File: config.mk
export PLATFORM = sky130hd
export DESIGN_NAME = seq_acc_alu
export DESIGN_NICKNAME = d
export VERILOG_FILES = /design/src/rtl/seq_acc_alu.sv
export SDC_FILE = /design/constraint.sdc
export NUM_CORES = 1
export LEC_CHECK = 0
export BUFFER_PORTS_ARGS = -buffer_cell sky130_fd_sc_hd__clkbuf_2
export CAP_MARGIN = 20
export CORE_MARGIN = 2
export CORE_UTILIZATION = 60
export CTS_CLUSTER_SIZE = 8
export DETAILED_ROUTE_END_ITERATION = 12
export MAX_ROUTING_LAYER = met4
export PLACE_DENSITY = 0.85
export SYNTH_ARGS = -nofsm -noshare
export SYNTH_HDL_FRONTEND = slang
export SYNTH_SLANG_ARGS = --single-unit
File: constraint.sdc
create_clock -name clk -period 5.1 [get_ports clk]
set_input_delay 1.02 -clock clk [delete_from_list [all_inputs] [get_ports clk]]
set_output_delay 1.02 -clock clk [all_outputs]
set_load 0.02 [all_outputs]
File: src/rtl/seq_acc_alu.sv
`default_nettype none
// ============================================================================
// Module      : seq_acc_alu
// Description : Registered accumulator ALU. Holds the accumulator and the
//               carry flag internally, executes single-cycle ops (ADD, SUB,
//               AND, OR, XOR, LDA, SHL, SHR) and an iterative shift-add MUL
//               behind a start/ready/done handshake.
// Ports       : clk      - system clock, rising edge
//               rst      - asynchronous active-high reset
//               start    - execute opcode on operand (accepted when ready=1)
//               opcode   - 4-bit operation select
//               operand  - second operand (memory data bus)
//               ready    - 1 = idle, a start is accepted on this edge
//               done     - 1-cycle pulse, acc/carry hold the last result
//               acc      - accumulator register
//               is_zero  - combinational (acc == 0)
//               carry    - carry / borrow / multiply-overflow flag
// Revision    : 1.0 - initial release
// ============================================================================
module seq_acc_alu #(
    parameter int WIDTH = 8
) (
    input  logic             clk,
    input  logic             rst,
    input  logic             start,
    input  logic [3:0]       opcode,
    input  logic [WIDTH-1:0] operand,
    output logic             ready,
    output logic             done,
    output logic [WIDTH-1:0] acc,
    output logic             is_zero,
    output logic             carry
);

    // Iteration counter width, derived from WIDTH.
    localparam int CNT_W = $clog2(WIDTH + 1);

    localparam logic [3:0] OP_NOP = 4'd0;
    localparam logic [3:0] OP_ADD = 4'd1;
    localparam logic [3:0] OP_SUB = 4'd2;
    localparam logic [3:0] OP_AND = 4'd3;
    localparam logic [3:0] OP_OR  = 4'd4;
    localparam logic [3:0] OP_XOR = 4'd5;
    localparam logic [3:0] OP_LDA = 4'd6;
    localparam logic [3:0] OP_SHL = 4'd7;
    localparam logic [3:0] OP_SHR = 4'd8;
    localparam logic [3:0] OP_MUL = 4'd9;

    typedef enum logic [0:0] {
        S_IDLE    = 1'b0,
        S_MUL_RUN = 1'b1
    } state_t;

    state_t                 state_q, state_d;
    logic [WIDTH-1:0]       acc_q, acc_d;
    logic                   carry_q, carry_d;
    logic                   done_q, done_d;
    logic [2*WIDTH-1:0]     mcand_q, mcand_d;
    logic [WIDTH-1:0]       mplier_q, mplier_d;
    logic [2*WIDTH-1:0]     prod_q, prod_d;
    logic [CNT_W-1:0]       cnt_q, cnt_d;

    logic [WIDTH:0]         sum_w;
    logic [WIDTH:0]         diff_w;
    logic [2*WIDTH-1:0]     prod_next_w;

    // Extra MSB captures carry-out (ADD) or borrow (SUB).
    assign sum_w  = {1'b0, acc_q} + {1'b0, operand};
    assign diff_w = {1'b0, acc_q} - {1'b0, operand};

    // One shift-add step: add the shifted multiplicand when the current
    // multiplier LSB is set.
    assign prod_next_w = prod_q + (mplier_q[0] ? mcand_q : {(2*WIDTH){1'b0}});

    always_comb begin
        state_d  = state_q;
        acc_d    = acc_q;
        carry_d  = carry_q;
        done_d   = 1'b0;
        mcand_d  = mcand_q;
        mplier_d = mplier_q;
        prod_d   = prod_q;
        cnt_d    = cnt_q;

        case (state_q)
            S_IDLE: begin
                if (start) begin
                    done_d = 1'b1;
                    case (opcode)
                        OP_ADD: begin
                            acc_d   = sum_w[WIDTH-1:0];
                            carry_d = sum_w[WIDTH];
                        end
                        OP_SUB: begin
                            acc_d   = diff_w[WIDTH-1:0];
                            carry_d = diff_w[WIDTH];
                        end
                        OP_AND: begin
                            acc_d   = acc_q & operand;
                            carry_d = 1'b0;
                        end
                        OP_OR: begin
                            acc_d   = acc_q | operand;
                            carry_d = 1'b0;
                        end
                        OP_XOR: begin
                            acc_d   = acc_q ^ operand;
                            carry_d = 1'b0;
                        end
                        OP_LDA: begin
                            acc_d   = operand;
                            carry_d = 1'b0;
                        end
                        OP_SHL: begin
                            acc_d   = {acc_q[WIDTH-2:0], 1'b0};
                            carry_d = acc_q[WIDTH-1];
                        end
                        OP_SHR: begin
                            acc_d   = {1'b0, acc_q[WIDTH-1:1]};
                            carry_d = acc_q[0];
                        end
                        OP_MUL: begin
                            // done is reported only when the product lands.
                            done_d   = 1'b0;
                            mcand_d  = {{WIDTH{1'b0}}, acc_q};
                            mplier_d = operand;
                            prod_d   = {(2*WIDTH){1'b0}};
                            cnt_d    = {CNT_W{1'b0}};
                            state_d  = S_MUL_RUN;
                        end
                        // NOP and reserved opcodes leave acc/carry untouched.
                        default: ;
                    endcase
                end
            end

            S_MUL_RUN: begin
                prod_d   = prod_next_w;
                mcand_d  = {mcand_q[2*WIDTH-2:0], 1'b0};
                mplier_d = {1'b0, mplier_q[WIDTH-1:1]};
                cnt_d    = cnt_q + CNT_W'(1);
                // Last of WIDTH iterations: commit the product this edge so the
                // result appears exactly WIDTH cycles after acceptance.
                if (cnt_q == CNT_W'(WIDTH - 1)) begin
                    acc_d   = prod_next_w[WIDTH-1:0];
                    carry_d = |prod_next_w[2*WIDTH-1:WIDTH];
                    done_d  = 1'b1;
                    state_d = S_IDLE;
                end
            end

            default: state_d = S_IDLE;
        endcase
    end

    always_ff @(posedge clk or posedge rst) begin
        if (rst) begin
            state_q  <= S_IDLE;
            acc_q    <= {WIDTH{1'b0}};
            carry_q  <= 1'b0;
            done_q   <= 1'b0;
            mcand_q  <= {(2*WIDTH){1'b0}};
            mplier_q <= {WIDTH{1'b0}};
            prod_q   <= {(2*WIDTH){1'b0}};
            cnt_q    <= {CNT_W{1'b0}};
        end else begin
            state_q  <= state_d;
            acc_q    <= acc_d;
            carry_q  <= carry_d;
            done_q   <= done_d;
            mcand_q  <= mcand_d;
            mplier_q <= mplier_d;
            prod_q   <= prod_d;
            cnt_q    <= cnt_d;
        end
    end

    assign ready   = (state_q == S_IDLE);
    assign done    = done_q;
    assign acc     = acc_q;
    assign carry   = carry_q;
    assign is_zero = (acc_q == {WIDTH{1'b0}});

endmodule
`default_nettype wire
==> impl_metrics.json <==
{
  "rsz0062_at_grt": "false",
  "cts-root-buf": "clkbuf_8",
  "start_util": 0.620,
  "netlist-cell-type-count": 70,
  "dr_wl_met2_mm": 5.93,
  "finalClockSkew_ps": 5.76,
  "finish.net_count": 630,
  "synth_nets": 622,
  "critical_path_class": "flop to flop",
  "ys_ff_latch": 55,
  "synth_top_area_share": 0.306,
  "grt_max_degree": 45,
  "cp_max_fo": 17,
  "drv_cap": 0,
  "core-area_um2": 7250,
  "dieHeight_um": 90.6,
  "vdd_ir_drop_max_mv": 0.312,
  "wl_met1_mm": 5.18,
  "clkLatencyLatePin_ps": 320,
  "antenna_found_initial": 0,
  "worst_pin_slew_ps": 951,
  "cts_tree": "done",
  "synth_edf_count": 0,
  "min_path_type": "flop to flop",
  "drv_slew": 0,
  "ys_top_cells_by_count": "78 x nand2_1, 55 x dfrtp_1, 54 x o21ai_0, 52 x a21oi_1, 49 x nor2_1",
  "drc": 0,
  "worstSetupStartpointType": "flop",
  "drive_gt1_frac": 0.101,
  "post_cts_buffers": 0,
  "gp_congestion": 0.956,
  "arrival_ps": 3410,
  "layout_min_cycle_time_ps": 3210,
  "area_growth_pct": 6.12,
  "wirelength_mm": 12.1,
  "fin_hold_ws_ps": 492,
  "cp-end-kind": "flop",
  "async_reset_ff_frac": 1.00,
  "cellLeakagePower_nw": 2.23,
  "max_freq_ghz": 0.311,
  "netlist_instances": 564,
  "cts.sinks": 55,
  "setup-tns-final_ps": 0,
  "cts_hold_buf": 0,
  "die_area_um2": 8200,
  "vias_per_cell": 6.26,
  "n_antenna_cell": 0,
  "required_ps": 5300,
  "synth_top_area_cell": "dfrtp_1",
  "drt_iter0_markers": 216,
  "clk_path_buf_depth": 2,
  "synth.cell_area_um2": 4500,
  "top_layer": "met4",
  "die_w_um": 90.6,
  "synth.most_common_cell": "nand2_1",
  "drt-wirelength-per-cell_um": 18.0,
  "cts_resized": 0,
  "clk_pin_slew_worst_paths_ps": 110,
  "cts_made_buffers": 5,
  "dr.pass1.iters": 5,
  "track_usage": 0.315,
  "h-tree-depth": 2,
  "timing.final.hold_violations": 0,
  "grt_pass1_wl_mm": 20.6,
  "synthTopCellsByArea": "dfrtp_1 31%, ha_1 11%, nand2_1 6.5%",
  "numPortBuffers": 26,
  "postRouteAntennaNets": 0,
  "relSlewSlack": 0.364,
  "placementRows": 31,
  "power_density_nw_per_um2": 475,
  "grt-ovfl-total": 0,
  "ff2ff_setup_slack_ps": 1890,
  "grt_pass1_vias": 4188,
  "outcome": "complete, no violations",
  "dp_hpwl_mm": 8.93,
  "fin_crit_sh": 0.630,
  "wl_met3_um": 743,
  "yosysSeqAreaShare": 0.306,
  "yosys_warnings": 0,
  "vias": 4210,
  "synth_ff_type": "dfrtp_1",
  "io_pins": 27,
  "synth_area_per_cell_um2": 7.97,
  "setup_viol": 0
}
cell type report:
| type | count | area (um^2) |
|---|---|---|
| clock buffers | 5 | 68.8 |
| clock inverters | 3 | 46.3 |
| fillers | 647 | 2480 |
| inverters | 34 | 128 |
| multi-input cells | 447 | 2870 |
| flip-flops and latches | 55 | 1380 |
| well taps | 99 | 124 |
| repair buffers | 29 | 153 |
power breakdown:
group / total (mW) / leakage (nW) / switching [mW] / internal, mW
Clock: 0.305 / 0.0548 / 0.156 / 0.148
Sequential: 0.806 / 0.714 / 0.210 / 0.596
Combinational: 1.15 / 1.46 / 0.708 / 0.445
metrics by stage:
| step | setup slack, ps | std cells | util | power (mW) | area (um^2) |
|---|---|---|---|---|---|
| global route | 1720 | 672 | 0.658 | 2.44 | 4770 |
| detailed placement | 1660 | 664 | 0.642 | 1.94 | 4660 |
| global placement | 1690 | 664 | 0.642 | 1.91 | 4660 |
| finish | 1890 | 672 | 0.658 | 2.26 | 4770 |
| floorplan | 2180 | 564 | - | 1.62 | 4500 |
| CTS | 1900 | 672 | 0.658 | 2.25 | 4770 |
cell usage in the layout, fill, tap and decap left out, types with 3 or more instances in the layout:
cell type,count
nand2_1,78
o21ai_0,54
dfrtp_1,54
a21oi_1,52
nor2_1,49
ha_1,40
inv_1,31
clkbuf_2,26
and2_1,16
xnor2_1,13
nand3_1,11
nor3_1,9
a31oi_1,8
nor2b_1,7
a22o_1,7
nand2b_1,6
o22ai_1,6
xor2_1,6
o221ai_1,6
clkbuf_8,5
a211o_1,4
a21o_1,4
or3_1,4
a32oi_1,4
o21ai_1,3
mux2_2,3
o211ai_1,3
nand4_1,3
fa_1,3
buf_4,3
cell families (layout without fill, tap and decap cells):
group | count (synthesis) | after routing | synth area share
adders and majority gates | 43 | 43 | 0.125
and+or+nand+nor | 200 | 200 | 0.207
AOI/OAI and AO/OA | 179 | 179 | 0.253
DFF | 55 | 55 | 0.306
xor gates and xnor gates | 19 | 19 | 0.0370
muxes | 6 | 6 | 0.0170
buffers and inverters | 62 | 71 | 0.0546
critical path, cell delays in order, from the launching register on:
cell,delay [ps]
dfrtp_1,590
and2_1,240
ha_1,230
fa_1,440
a21oi_2,180
o211ai_2,160
o41ai_4,330
xnor2_1,150
or4_4,530
nor3_2,120
a31oi_1,100
final timing paths:
path                             start     endpoint  depth (start not counted)
setup / recovery           mplier_q[0]        carry                         10
hold / removal             mplier_q[7]  mplier_q[6]                          2
setup reg to reg           mplier_q[0]        carry                         10
hold reg to reg            mplier_q[7]  mplier_q[6]                          2
max in group asynchronous          rst   mcand_q[7]                          3
min in group asynchronous          rst       acc[0]                          2
state kept, by name, summed over array words and instances (netlist names):
register / count
acc: 8
carry: 1
cnt_q: 4
done: 1
mcand_q: 16
mplier_q: 8
prod_q: 16
state_q: 1
metal layers:
| metal | global-route usage | up-vias |
|---|---|---|
| li1 | - | 2012 |
| met1 | 0.405 | 2016 |
| met2 | 0.523 | 160 |
| met3 | 0.0292 | 22 |
| met4 | 0.112 | 0 |
| met5 | - | - |
No activity file was read; power rests on OpenSTA's default activity.
